$ cat src/rtl/keypad_pkg.sv
// Shared types, key legend and MMIO word layout for the keypad scanner.
// Latency: n/a (types and constants only).
// Backpressure: n/a.
package keypad_pkg;

    typedef enum logic [1:0] {
        IDLE        = 2'd0,
        DEB_PRESS   = 2'd1,
        HELD        = 2'd2,
        DEB_RELEASE = 2'd3
    } kp_state_t;

    // Indexed by snapshot code c*4+r, packed MSB-first (entry 15 listed first).
    // Column 3 = D C B A, column 2 = # 9 6 3, column 1 = 0 8 5 2, column 0 = * 7 4 1.
    localparam logic [15:0][3:0] KP_VALUE_MAP = {
        4'd13, 4'd12, 4'd11, 4'd10,
        4'd15, 4'd9,  4'd6,  4'd3,
        4'd0,  4'd8,  4'd5,  4'd2,
        4'd14, 4'd7,  4'd4,  4'd1
    };

    // key_data field positions
    localparam int KD_NONEMPTY_BIT = 31;
    localparam int KD_OVF_BIT      = 30;
    localparam int KD_COUNT_LSB    = 8;
    localparam int KD_VALUE_LSB    = 0;

    // Code of the lowest set bit; only meaningful when exactly one bit is set.
    function automatic logic [3:0] kp_first_code(input logic [15:0] snap);
        logic [3:0] code;
        code = 4'd0;
        for (int i = 15; i >= 0; i--) begin
            if (snap[i]) code = 4'(i);
        end
        return code;
    endfunction

endpackage

$ cat src/rtl/kp_event_fifo.sv
// Key-event queue: ring of DEPTH entries with KEYPAD_FIFO_EN, else one holding register.
// Latency: enqueue/pop visible on head_val/count the cycle after the strobe.
// Backpressure: none; full+enq drops (ring) or overwrites (register) and sets sticky overflow.
module kp_event_fifo #(
    parameter int DEPTH = 4
) (
    input  logic       fpga_clk,
    input  logic       rst,
    input  logic       enq,
    input  logic [3:0] enq_val,
    input  logic       pop,
    output logic [3:0] head_val,
    output logic [2:0] count,
    output logic       overflow
);

    // The count field in key_data is three bits wide.
    if (DEPTH < 2 || DEPTH > 7) begin : g_depth_range
        $error("kp_event_fifo: DEPTH must be in 2..7");
    end

    logic pop_ok;
    logic full;

    assign pop_ok = pop && (count != 3'd0);

`ifdef KEYPAD_FIFO_EN
    logic [3:0] mem [8];
    logic [2:0] wr_ptr;
    logic [2:0] rd_ptr;
    logic       push_ok;

    function automatic logic [2:0] next_ptr(input logic [2:0] p);
        return (p == 3'(DEPTH - 1)) ? 3'd0 : p + 3'd1;
    endfunction

    // A simultaneous pop frees a slot, so a full queue still accepts the push.
    assign full    = (count == 3'(DEPTH));
    assign push_ok = enq && (!full || pop_ok);

    // Storage needs no reset: count gates every read.
    always_ff @(posedge fpga_clk) begin
        if (push_ok) mem[wr_ptr] <= enq_val;
    end

    // Pointers, occupancy and sticky overflow.
    always_ff @(posedge fpga_clk or posedge rst) begin
        if (rst) begin
            wr_ptr   <= 3'd0;
            rd_ptr   <= 3'd0;
            count    <= 3'd0;
            overflow <= 1'b0;
        end else begin
            if (push_ok) wr_ptr <= next_ptr(wr_ptr);
            if (pop_ok)  rd_ptr <= next_ptr(rd_ptr);
            count <= count + {2'b00, push_ok} - {2'b00, pop_ok};
            if (pop_ok)           overflow <= 1'b0;
            else if (enq && full) overflow <= 1'b1;
        end
    end

    assign head_val = (count != 3'd0) ? mem[rd_ptr] : 4'd0;
`else
    logic [3:0] hold_val;

    assign full = (count != 3'd0);

    // Newest event always wins the single slot; losing an unread one is flagged.
    always_ff @(posedge fpga_clk or posedge rst) begin
        if (rst) begin
            hold_val <= 4'd0;
            count    <= 3'd0;
            overflow <= 1'b0;
        end else begin
            if (enq) begin
                hold_val <= enq_val;
                count    <= 3'd1;
            end else if (pop_ok) begin
                count    <= 3'd0;
            end
            if (pop_ok)           overflow <= 1'b0;
            else if (enq && full) overflow <= 1'b1;
        end
    end

    assign head_val = full ? hold_val : 4'd0;
`endif

endmodule

$ cat src/rtl/keypad_scanner.sv
// 4x4 keypad scan, ghost-rejecting debounce and event queue for the MMIO keypad word (KEYPAD_FIFO_EN selects ring queue).
// Latency: enqueue one cycle after the deciding snapshot completes, key_data one cycle after that.
// Backpressure: none; pop is a strobe, a full queue drops or overwrites and sets overflow.
module keypad_scanner #(
    parameter int SCAN_PERIOD_CYC = 100000,
    parameter int DEBOUNCE_SCANS  = 20,
    parameter int FIFO_DEPTH      = 4
) (
    input  logic        fpga_clk,
    input  logic        rst,
    input  logic [3:0]  row_in,
    output logic [3:0]  col_out,
    input  logic        pop,
    output logic [31:0] key_data,
    output logic        key_pressed
);
    import keypad_pkg::*;

    localparam int CYC_W = $clog2(SCAN_PERIOD_CYC);
    localparam int DEB_W = $clog2(DEBOUNCE_SCANS + 1);
    localparam logic [CYC_W-1:0] DWELL_LAST = CYC_W'(SCAN_PERIOD_CYC - 1);
    localparam logic [DEB_W-1:0] DEB_LAST   = DEB_W'(DEBOUNCE_SCANS - 1);

    logic [3:0]       row_meta;
    logic [3:0]       row_sync;
    logic [CYC_W-1:0] dwell_cnt;
    logic [1:0]       col_idx;
    logic [11:0]      snap_acc;
    logic [15:0]      snap;
    logic             snap_vld;
    logic             snap_none;
    logic             snap_single;
    logic [3:0]       snap_code;
    kp_state_t        state;
    kp_state_t        state_nxt;
    logic [DEB_W-1:0] deb_cnt;
    logic [DEB_W-1:0] deb_cnt_nxt;
    logic [3:0]       cand;
    logic [3:0]       cand_nxt;
    logic             enq;
    logic [3:0]       q_head;
    logic [2:0]       q_count;
    logic             q_ovf;
    logic [31:0]      kd_nxt;

    assign col_out = ~(4'b0001 << col_idx);

    // Two-flop synchronizer; idle rows read as pulled-up.
    always_ff @(posedge fpga_clk or posedge rst) begin
        if (rst) begin
            row_meta <= 4'hF;
            row_sync <= 4'hF;
        end else begin
            row_meta <= row_in;
            row_sync <= row_meta;
        end
    end

    // Column dwell; rows sampled on the last dwell cycle and shifted in so column 0 lands at bits 3:0.
    always_ff @(posedge fpga_clk or posedge rst) begin
        if (rst) begin
            dwell_cnt <= '0;
            col_idx   <= 2'd0;
            snap_acc  <= 12'd0;
            snap      <= 16'd0;
            snap_vld  <= 1'b0;
        end else begin
            snap_vld <= 1'b0;
            if (dwell_cnt == DWELL_LAST) begin
                dwell_cnt <= '0;
                col_idx   <= col_idx + 2'd1;
                snap_acc  <= {~row_sync, snap_acc[11:4]};
                if (col_idx == 2'd3) begin
                    snap     <= {~row_sync, snap_acc};
                    snap_vld <= 1'b1;
                end
            end else begin
                dwell_cnt <= dwell_cnt + 1'b1;
            end
        end
    end

    assign snap_none   = (snap == 16'd0);
    assign snap_single = !snap_none && ((snap & (snap - 16'd1)) == 16'd0);
    assign snap_code   = kp_first_code(snap);

    // Debounce decision, evaluated once per completed scan; multi-key snapshots never qualify.
    always_comb begin
        state_nxt   = state;
        deb_cnt_nxt = deb_cnt;
        cand_nxt    = cand;
        enq         = 1'b0;
        if (snap_vld) begin
            case (state)
                IDLE: begin
                    if (snap_single) begin
                        state_nxt   = DEB_PRESS;
                        cand_nxt    = snap_code;
                        deb_cnt_nxt = DEB_W'(1);
                    end
                end
                DEB_PRESS: begin
                    if (snap_single && snap_code == cand) begin
                        if (deb_cnt == DEB_LAST) begin
                            enq         = 1'b1;
                            state_nxt   = HELD;
                            deb_cnt_nxt = '0;
                        end else begin
                            deb_cnt_nxt = deb_cnt + 1'b1;
                        end
                    end else begin
                        state_nxt   = IDLE;
                        deb_cnt_nxt = '0;
                    end
                end
                HELD: begin
                    if (snap_none) begin
                        state_nxt   = DEB_RELEASE;
                        deb_cnt_nxt = DEB_W'(1);
                    end
                end
                default: begin
                    if (snap_none) begin
                        if (deb_cnt == DEB_LAST) begin
                            state_nxt   = IDLE;
                            deb_cnt_nxt = '0;
                        end else begin
                            deb_cnt_nxt = deb_cnt + 1'b1;
                        end
                    end else begin
                        state_nxt   = HELD;
                        deb_cnt_nxt = '0;
                    end
                end
            endcase
        end
    end

    // Debounce state and the held-key indicator.
    always_ff @(posedge fpga_clk or posedge rst) begin
        if (rst) begin
            state       <= IDLE;
            deb_cnt     <= '0;
            cand        <= 4'd0;
            key_pressed <= 1'b0;
        end else begin
            state       <= state_nxt;
            deb_cnt     <= deb_cnt_nxt;
            cand        <= cand_nxt;
            key_pressed <= (state_nxt == HELD) || (state_nxt == DEB_RELEASE);
        end
    end

    kp_event_fifo #(
        .DEPTH(FIFO_DEPTH)
    ) u_fifo (
        .fpga_clk(fpga_clk),
        .rst     (rst),
        .enq     (enq),
        .enq_val (KP_VALUE_MAP[cand]),
        .pop     (pop),
        .head_val(q_head),
        .count   (q_count),
        .overflow(q_ovf)
    );

    // Assemble the MMIO word; unused bits stay zero.
    always_comb begin
        kd_nxt                            = 32'd0;
        kd_nxt[KD_NONEMPTY_BIT]           = (q_count != 3'd0);
        kd_nxt[KD_OVF_BIT]                = q_ovf;
        kd_nxt[KD_COUNT_LSB +: 3]         = q_count;
        kd_nxt[KD_VALUE_LSB +: 4]         = q_head;
    end

    // Registered MMIO word.
    always_ff @(posedge fpga_clk or posedge rst) begin
        if (rst) key_data <= 32'd0;
        else     key_data <= kd_nxt;
    end

endmodule

$ cat config.mk
export PLATFORM = sky130hd
export DESIGN_NAME = keypad_scanner
export DESIGN_NICKNAME = d
export VERILOG_FILES = /design/src/rtl/keypad_pkg.sv /design/src/rtl/kp_event_fifo.sv /design/src/rtl/keypad_scanner.sv
export SDC_FILE = /design/constraint.sdc
export NUM_CORES = 1
export LEC_CHECK = 0
export ABC_CLOCK_PERIOD_IN_PS = 4000
export BUFFER_PORTS_ARGS = -buffer_cell sky130_fd_sc_hd__buf_4
export CAP_MARGIN = 10
export CORE_UTILIZATION = 30
export DETAILED_ROUTE_END_ITERATION = 6
export SLEW_MARGIN = 20
export SYNTH_ARGS = -nofsm -noshare
export SYNTH_HDL_FRONTEND = slang
export SYNTH_HIERARCHICAL = 1
export SYNTH_SLANG_ARGS = --single-unit
$ cat constraint.sdc
create_clock -name fpga_clk -period 4 [get_ports fpga_clk]
set_input_delay 0.4 -clock fpga_clk [delete_from_list [all_inputs] [get_ports fpga_clk]]
set_output_delay 0.4 -clock fpga_clk [all_outputs]
set_load 0.005 [all_outputs]
Yosys cells after proc, flatten, opt, wreduce, memory -nomap -nowiden
Memory sizes are Yosys's and may differ from the RTL's. A register that Yosys moved wholly into a read port is not among the register bits.
Index checks and enable logic that the tools add are counted.
W data, S select, Z words.
{"block": "totals", "register_bits": 81, "mem_bits_ro": 64, "in_bits": 7, "output_inout_bits": 37, "n_memories": 1}
{"block": "op_classes", "n_addsub": 4, "eq_ne": 10, "shifts": 1, "n_mux": 42, "n_bitwise": 3, "n_reduce_logical": 15}
{"name": "(name not given)", "words": 16, "width": 4, "read_ports": 1, "rd_clocked_by_memory_dff": 1, "wr": 0, "line_no": "keypad_scanner.sv:160", "source": ".enq_val (KP_VALUE_MAP[cand]),"}
{"op": "$mux W4", "count": 17}
{"op": "$logic_not A16 Y1", "count": 2}
{"op": "$mux W5", "count": 5}
{"op": "$add A17 B1 Y17 const B", "count": 1}
{"op": "$eq A17 B17 Y1 const B", "count": 1}
{"op": "$mux W17", "count": 1}
{"op": "$and A16 B16 Y16", "count": 1}
{"op": "$sub A16 B1 Y16 const B", "count": 1}
{"op": "$pmux W5 S3", "count": 1}
{"op": "$mux W2", "count": 7}
{"op": "$eq A2 B2 Y1 const B", "count": 4}
{"op": "$mux W1", "count": 8}
{"op": "$not A4 Y4", "count": 2}
{"op": "$mux W3", "count": 2}
{"op": "$pmux W2 S3", "count": 1}
{"op": "$reduce_and A3 Y1", "count": 2}
{"op": "$add A5 B1 Y5 const B", "count": 1}
{"op": "$eq A5 B5 Y1 const B", "count": 1}
{"op": "$eq A4 B4 Y1", "count": 1}
{"op": "$logic_and A1 B1 Y1", "count": 4}
{"op": "$ne A2 B2 Y1 const B", "count": 2}
{"op": "$reduce_bool A2 Y1", "count": 2}
{"op": "$shl A1 B2 Y4 const A", "count": 1}
{"op": "$reduce_bool A3 Y1", "count": 1}
{"op": "6 further kinds", "count": 6}

Logic depth before layout (Yosys ltp)
Gate-level depths: netlist of the first run.
{"block": "logic_depth", "word_depth": 24, "ltp_mapped": 10}

By module
Netlist of the first run, hierarchy kept.
{"mod": "keypad_scanner", "n_inst": 1, "cells_per_inst": 353, "area_each_um2": 3801.1, "seq_area_each_um2": 1936.9}
{"mod": "kp_event_fifo", "n_inst": 1, "cells_per_inst": 23, "area_each_um2": 271.5, "seq_area_each_um2": 150.1}

Least setup slack after synthesis of the first run
Ideal clock, no wire load.
{"block": "synth_path", "path_kind": "register -> register", "startpoint": "register snap[4]", "endpoint": "register u_fifo.hold_val[0]", "setup_ns": 0.127, "arrival_time_ns": 2.553, "t_required_ns": 3.873, "setup_slack_ns": 1.320, "path_stages_with_launch": 9, "path_cell_list": "dfrtp_1 buf_6 or4_4 nor4b_2 nor3_1 o32a_1 a2111oi_4 and2_4 mux2_1"}
{"block": "synth_between", "elab_chain_cells": 10, "elab_cells_between_ends": 16, "classes_between": "add/sub (1); eq/ne (1); mux (8); bitwise (1); reduce/logical (5)"}
{"item": "from (decl)", "line_no": "keypad_scanner.sv:29", "source": "logic [15:0] snap;"}
{"item": "from (signal assigned)", "line_no": "keypad_scanner.sv:74", "source": "snap <= {~row_sync, snap_acc};"}
{"item": "branches (longest 6 deep; another with $sub A16 B1 Y16)"}
{"item": "$logic_and A1 B1 Y1 (*)", "line_no": "keypad_scanner.sv:103", "source": "if (snap_single && snap_code == cand) begin"}
{"item": "$mux W1 (*)", "line_no": "keypad_scanner.sv:103"}
{"item": "$mux W1 (*)", "line_no": "keypad_scanner.sv:94", "source": "case (state)"}
{"item": "$mux W1 (*)", "line_no": "keypad_scanner.sv:93", "source": "if (snap_vld) begin"}
{"item": "named net enq", "line_no": "keypad_scanner.sv:40", "source": "logic enq;"}
{"item": "to (decl)", "line_no": "kp_event_fifo.sv:64", "source": "logic [3:0] hold_val;"}
Mark *: on every way through the listed nets, which the timed path passes.
A chain may end at the register's enable or synchronous reset.

Final worst setup path of the first run
{"block": "layout_path", "startpoint": "register snap[8]", "endpoint": "register u_fifo.hold_val[2]"}
{"block": "layout_between", "elab_chain_cells": 14, "elab_cells_between_ends": 20, "classes_between": "add/sub (1); eq/ne (1); mux (12); bitwise (1); reduce/logical (5)"}
{"item": "$mux W4 (9 in a row)", "line_no": "keypad_pkg.sv:33", "source": "if (snap[i]) code = 4'(i);"}
{"item": "$eq A4 B4 Y1", "line_no": "keypad_scanner.sv:103"}
{"item": "$logic_and A1 B1 Y1 (*)", "line_no": "keypad_scanner.sv:103"}
{"item": "$mux W1 (*)", "line_no": "keypad_scanner.sv:103"}
{"item": "$mux W1 (*)", "line_no": "keypad_scanner.sv:94"}
{"item": "$mux W1 (*)", "line_no": "keypad_scanner.sv:93"}
{"item": "named net enq", "line_no": "keypad_scanner.sv:40"}
The timed path passes the listed nets; every way through them passes the cells marked *.

==> results of run 1 <==
layout by cell type (no fill, tap or decap), types with 2 or more instances in the layout:
cell type,n
a211oi_1,5
a21o_1,3
a21oi_1,16
a2bb2oi_1,2
a31oi_1,2
and2_1,5
and3_1,2
buf_4,23
clkbuf_16,9
clkinv_2,2
clkinvlp_4,2
conb_1,25
dfrtp_1,75
dfstp_2,8
ha_1,6
inv_1,17
mux2_1,4
mux2_2,17
nand2_1,26
nand2b_1,4
nand3_1,14
nand4b_1,2
nor2_1,29
nor2b_1,7
nor3_1,3
nor4_1,3
nor4_2,3
o2111ai_1,2
o211ai_1,2
o21ai_0,19
or4_1,2
or4b_1,2
xnor2_1,8
xor2_1,9
kinds of logic after synthesis:
group           Yosys count  synth area share
buf+inv                  58            0.0894
flops                    83             0.512
other cells               2           0.00184
mux                      23            0.0642
xor+xnor                 17            0.0366
fa+ha+maj                 7            0.0209
simple gates            117             0.156
compound gates           69             0.118
final timing paths:
path	endpoint	slack, ps	cells past startpoint	from
min in group asynchronous	u_fifo/count[0]	540	3	rst
setup / recovery	u_fifo/hold_val[2]	1070	7	snap[8]
hold reg to reg	row_sync[3]	360	0	row_meta[3]
hold / removal	row_meta[0]	170	1	row_in[0]
max in group asynchronous	snap_acc[10]	2490	4	rst
setup reg to reg	u_fifo/hold_val[2]	1070	7	snap[8]
power groups by stage:
stage / logic [mW] / clock network (mW) / registers, mW
after CTS: 0.0328 / 0.851 / 0.850
after detailed placement: 0.0319 / 0 / 0.866
final: 0.0312 / 0.821 / 0.851
after global routing: 0.0376 / 0.885 / 0.850
after floorplan: 0.0355 / 0 / 0.865
after global placement: 0.0314 / 0 / 0.866
sequential cells by signal (all words and copies together) (netlist names):
| register | cells |
|---|---|
| u_fifo/count | 1 |
| row_sync | 4 |
| snap_acc | 12 |
| snap | 16 |
| col_idx | 2 |
| cand | 4 |
| dwell_cnt | 17 |
| state | 2 |
| u_fifo/hold_val | 4 |
| deb_cnt | 5 |
| key_data | 9 |
| snap_vld | 1 |
| key_pressed | 1 |
| u_fifo/overflow | 1 |
| row_meta | 4 |
layer usage:
| metal | vias up | GRT usage | share of wire |
|---|---|---|---|
| li1 | 1287 | - | - |
| met1 | 1271 | 0.136 | 0.47 |
| met2 | 52 | 0.171 | 0.48 |
| met3 | 7 | 0.0367 | 0.039 |
| met4 | 0 | 0.0340 | 0.011 |
| met5 | - | 0 | 0 |
metrics by stage:
step            util  cells  worst slack [ps]  hold slack (ps)
2_1_floorplan      -    399              1320              191
3_3_place_gp   0.321    558              1140              334
3_5_place_dp   0.321    558              1110              339
5_1_grt        0.345    575               882              152
6_report       0.345    575              1070              168
4_1_cts        0.345    575              1080              153
area by class of cell:
class,instances,area [um^2],area share
inverter,18,67.6,0.0148
sequential,83,2090,0.457
clock inverter,7,75.1,0.0164
tap,176,220,0.0482
clock buffer,9,225,0.0493
multi-input combinational,258,1710,0.374
timing repair buffer,24,183,0.0400
==> impl_metrics.json, run 1 <==
{
  "power_frac_comb": 0.018,
  "p_leak_nw": 2.11,
  "die_area_um2": 14000,
  "grt_pass1_vias": 2518,
  "io_buffers": 20,
  "cts_resized": 0,
  "rows": 42,
  "cap_violations": 0,
  "fp.dieW_um": 119,
  "slowest_delay_ps": 570,
  "post_synth.cell_area_avg_um2": 10.8,
  "intPower_mw": 1.34,
  "tns_ps": 0,
  "rsz0062_at_grt": "false",
  "ys_top_cells_by_area": "dfrtp_1 46%, buf_4 5.2%, dfstp_2 5.2%",
  "critPathSlowestCell": "nor4_2",
  "dr.pass1.iters": 4,
  "pwr-share-clk": 0.482,
  "cts_tree": "yes",
  "vias_per_cell": 4.55,
  "antenna_found_initial": 0,
  "skew_ps": 5.90,
  "area_growth_pct": 12.1,
  "drv_slew": 0,
  "ctsHtreeMaxLevel": 3,
  "crit_family": "simple AND/OR/NAND/NOR gates",
  "synthTopCellsByCount": "75 x dfrtp_1, 29 x nor2_1, 28 x buf_4",
  "slew_headroom": 0.592,
  "core_area_um2": 13200,
  "die_h_um": 119,
  "crit_buf_inv": 0,
  "max-clock-path-buffers": 2,
  "post_cts_buffers": 0,
  "fin_total_pwr_mw": 1.70,
  "status": "finished, final reports clean",
  "cts_root_buffer": "clkbuf_16",
  "drtIter0Drc": 93,
  "cts_sinks": 83,
  "cts_hold_buf": 1,
  "crit_type": "reg -> reg",
  "synth_most_common_cell": "dfrtp_1",
  "start_util": 0.308,
  "insertion_delay_ps": 330,
  "diodes": 0,
  "overflow": 0,
  "switching_share": 0.211,
  "design_area_um2": 4570,
  "clock.fmax_mhz": 341,
  "synth_area_um2": 4070,
  "power.density_nw_per_um2": 373,
  "syn_inst": 376,
  "path_max_fanout": 8,
  "finalHoldViolCount": 0,
  "ios": 44,
  "wl_mm": 6.84,
  "ys_types": 72,
  "grt.total_usage": 0.107,
  "layout-drive-gt1-share": 0.211,
  "synth_seq_area_share": 0.512,
  "nFillCells": 1326,
  "via_count": 2617,
  "async_flop_share": 1.00,
  "crit_path_cell_trace": "nor4_2 -> and2_2 -> a21oi_1 -> o32a_1 -> a2111oi_4 -> and2_4 -> mux2_1",
  "worst_pin_slew_ps": 611,
  "ant_nets": 0,
  "synth_edf_count": 0,
  "grt_max_degree": 30,
  "setup_violations": 0,
  "startpoint_type": "flop",
  "numCtsBuffers": 9,
  "synth_top_area_cell": "dfrtp_1",
  "wl_per_cell_um": 11.9,
  "period_needed_ps": 2930,
  "seqPwrFrac": 0.500,
  "yosysWarnings": 6,
  "routabilityCongestion": 0.785,
  "dp_hpwl_mm": 4.94,
  "grt_pass1_wl_mm": 12.1,
  "nets": 407,
  "synth_top_area_share": 0.461,
  "cp-end-kind": "flop",
  "postPlaceCellArea_um2": 4260,
  "drc": 0,
  "power.switching_mw": 0.359,
  "period_share": 0.733,
  "synthFlopType": "dfrtp_1",
  "clk_pin_slew_ps": 60,
  "ys_ff_latch": 83,
  "min_path_type": "in -> reg",
  "cp_data_arrival_time_ps": 3150,
  "ir_worst_vdd_mv": 0.284,
  "worst_ep_required_time_ps": 4220
}
(Power assumes the default switching activity.)
==> run 2: changes to the inputs <==
--- a/config.mk
+++ b/config.mk
@@ -5,7 +5,8 @@
 export SDC_FILE = /design/constraint.sdc
 export NUM_CORES = 1
 export LEC_CHECK = 0
-export ABC_CLOCK_PERIOD_IN_PS = 4000
+export ABC_AREA = 1
+export ABC_CLOCK_PERIOD_IN_PS = 2800
 export BUFFER_PORTS_ARGS = -buffer_cell sky130_fd_sc_hd__buf_4
 export CAP_MARGIN = 10
 export CORE_UTILIZATION = 30
==> constraint.sdc (replaced) <==
create_clock -name fpga_clk -period 2.8 [get_ports fpga_clk]
set_input_delay 0.28 -clock fpga_clk [delete_from_list [all_inputs] [get_ports fpga_clk]]
set_output_delay 0.28 -clock fpga_clk [all_outputs]
set_load 0.005 [all_outputs]
==> impl_metrics.json, run 2 <==
{
  "insertion_delay_ps": 340,
  "min_to": "row_meta[1]",
  "power.switching_mw": 0.515,
  "layout-drive-gt1-share": 0.134,
  "antenna_found_initial": 0,
  "fin_total_pwr_mw": 2.54,
  "die_h_um": 120,
  "io_buffers": 20,
  "via_count": 3191,
  "reg2reg_depth": 13,
  "syn_inst": 518,
  "cts_resized": 0,
  "ios": 44,
  "ys_top_cells_by_area": "dfrtp_1 45%, nand2_1 11%, inv_1 7.7%",
  "power.density_nw_per_um2": 526,
  "synthTopCellsByCount": "122 x nand2_1, 86 x inv_1, 75 x dfrtp_1",
  "ir_worst_vdd_mv": 0.282,
  "grt_max_degree": 71,
  "post_synth.cell_area_avg_um2": 8.13,
  "diodes": 0,
  "cts_root_buffer": "clkbuf_16",
  "area_growth_pct": 15.0,
  "max-clock-path-buffers": 2,
  "largest-register": "dwell_cnt",
  "nets": 560,
  "grt_pass1_wl_mm": 13.9,
  "drtIter0Drc": 143,
  "finalHoldViolCount": 0,
  "cap_violations": 0,
  "dp_hpwl_mm": 5.70,
  "switching_share": 0.202,
  "status": "finished, final reports clean",
  "grt_pass1_vias": 3051,
  "start_util": 0.313,
  "postPlaceCellArea_um2": 4500,
  "synth_seq_area_share": 0.496,
  "yosysWarnings": 6,
  "crit_type": "reg -> reg",
  "vias_per_cell": 4.38,
  "worst_ep_required_time_ps": 3030,
  "cts_hold_buf": 1,
  "synth_area_um2": 4210,
  "final_common_cell": "nand2_1",
  "clk_pin_slew_ps": 60,
  "die_area_um2": 14500,
  "skew_ps": 5.98,
  "period_share": 0.829,
  "cp-end-kind": "flop",
  "fin_ws_ps": 479,
  "worstHoldStart": "row_in[1]",
  "synth_most_common_cell": "nand2_1",
  "core_area_um2": 13500,
  "numCtsBuffers": 9,
  "min_path_type": "in -> reg",
  "fp.dieW_um": 120,
  "dr.pass1.iters": 4,
  "wl_mm": 7.87,
  "r2r_end": "u_fifo/hold_val[0]",
  "rows": 42,
  "cts_tree": "yes",
  "r2r_setup_slack_ps": 480,
  "startpoint_type": "flop",
  "final_cell_mix": "122 x nand2_1, 85 x inv_1, 75 x dfrtp_1",
  "ys_types": 35,
  "p_leak_nw": 2.38,
  "wl_per_cell_um": 10.8,
  "drv_slew": 0,
  "worstReg2RegStart": "snap[8]",
  "pwr-share-clk": 0.504,
  "async_flop_share": 1.00,
  "synth_edf_count": 0,
  "synthFlopType": "dfrtp_1",
  "ant_nets": 0,
  "whs_ps": 39.7,
  "ys_ff_latch": 83,
  "power_frac_comb": 0.018,
  "drc": 0,
  "synth_top_area_cell": "dfrtp_1",
  "top_regs": "dwell_cnt (17), snap (16), snap_acc (12)",
  "path_max_fanout": 6,
  "clock.fmax_mhz": 431,
  "period_needed_ps": 2320,
  "min_delay_path_depth": 1,
  "routabilityCongestion": 0.826,
  "grt.total_usage": 0.121,
  "cts_sinks": 83,
  "setup_violations": 0,
  "seqPwrFrac": 0.478,
  "tns_ps": 0,
  "ctsHtreeMaxLevel": 3,
  "intPower_mw": 2.03,
  "overflow": 0,
  "cp_data_arrival_time_ps": 2560,
  "largest_reg_flops": 17,
  "post_cts_buffers": 0,
  "dp_slack_ps": 438,
  "synth_top_area_share": 0.446,
  "rsz0062_at_grt": "false",
  "design_area_um2": 4840
}
==> run 2: cell types whose count changed in the layout (fill, tap and decap cells not counted), sizes merged, moves of 4 or more <==
cell and change:
a211oi -5, and2 -7, inv +71, mux2 -22, nand2 +99, nand2b -4
nand4 +10, nor2 +15, nor2b -7, nor3 +14, o21ai +31, xnor2 -6
==> run 2: critical path, cell delays in order, from the launching register on <==
cell,delay [ps]
dfrtp_1,420
nor2_2,160
nand2_1,130
a21oi_1,150
o21ai_1,100
xor2_1,160
or2_0,220
nor3_2,220
nand4_1,140
nor3_1,160
buf_4,160
inv_1,80
nand2_1,70
nand2_1,40
==> run 2: how the worst max path moves through the flow <==
stage,from,to,slack [ps]
3_3_place_gp,snap[8],u_fifo/hold_val[2],530
2_1_floorplan,snap[0],u_fifo/hold_val[0],490
3_5_place_dp,snap[8],u_fifo/hold_val[0],440
5_1_grt,snap[8],u_fifo/hold_val[0],180
6_report,snap[8],u_fifo/hold_val[0],480
4_1_cts,snap[8],u_fifo/hold_val[0],430
==> run 2: cell families (layout without fill, tap and decap cells) <==
logic type | after synthesis | in the layout | synth area share
XOR/XNOR | 9 | 9 | 0.0187
buffers and inverters | 122 | 133 | 0.132
flip-flops | 83 | 83 | 0.496
AO/OA/AOI/OAI | 76 | 76 | 0.0966
adder cells (fa/ha/maj) | 6 | 6 | 0.0178
AND/OR/NAND/NOR | 220 | 220 | 0.237
other | 2 | 25 | 0.00178
==> run 2: cell type report <==
class | count | area [um^2]
Clock buffer | 10 | 239
Fill cell | 1391 | 8610
Clock inverter | 6 | 88.8
Sequential cell | 83 | 2090
Inverter | 91 | 342
Tap cell | 176 | 220
Multi-Input combinational cell | 336 | 1650
Timing Repair Buffer | 26 | 210
==> run 2: layer usage <==
layer	track usage	part of all wire	wire length, um	vias up
li1	-	-	-	1644
met1	0.145	0.48	3760	1480
met2	0.201	0.47	3690	59
met3	0.0368	0.037	295	8
met4	0.0486	0.016	127	0
met5	0	0	0	-
==> run 2: through the flow <==
step | util | instances
2_1_floorplan | - | 541
3_3_place_gp | 0.335 | 711
3_5_place_dp | 0.335 | 711
4_1_cts | 0.360 | 728
5_1_grt | 0.360 | 728
6_report | 0.360 | 728
==> run 2: power by group through the flow <==
stage / logic [mW] / clock network (mW) / registers [mW]
5_1_grt: 0.0554 / 1.37 / 1.22
4_1_cts: 0.0486 / 1.32 / 1.22
2_1_floorplan: 0.0503 / 0 / 1.24
6_report: 0.0463 / 1.28 / 1.22
3_5_place_dp: 0.0476 / 0 / 1.24
3_3_place_gp: 0.0467 / 0 / 1.24
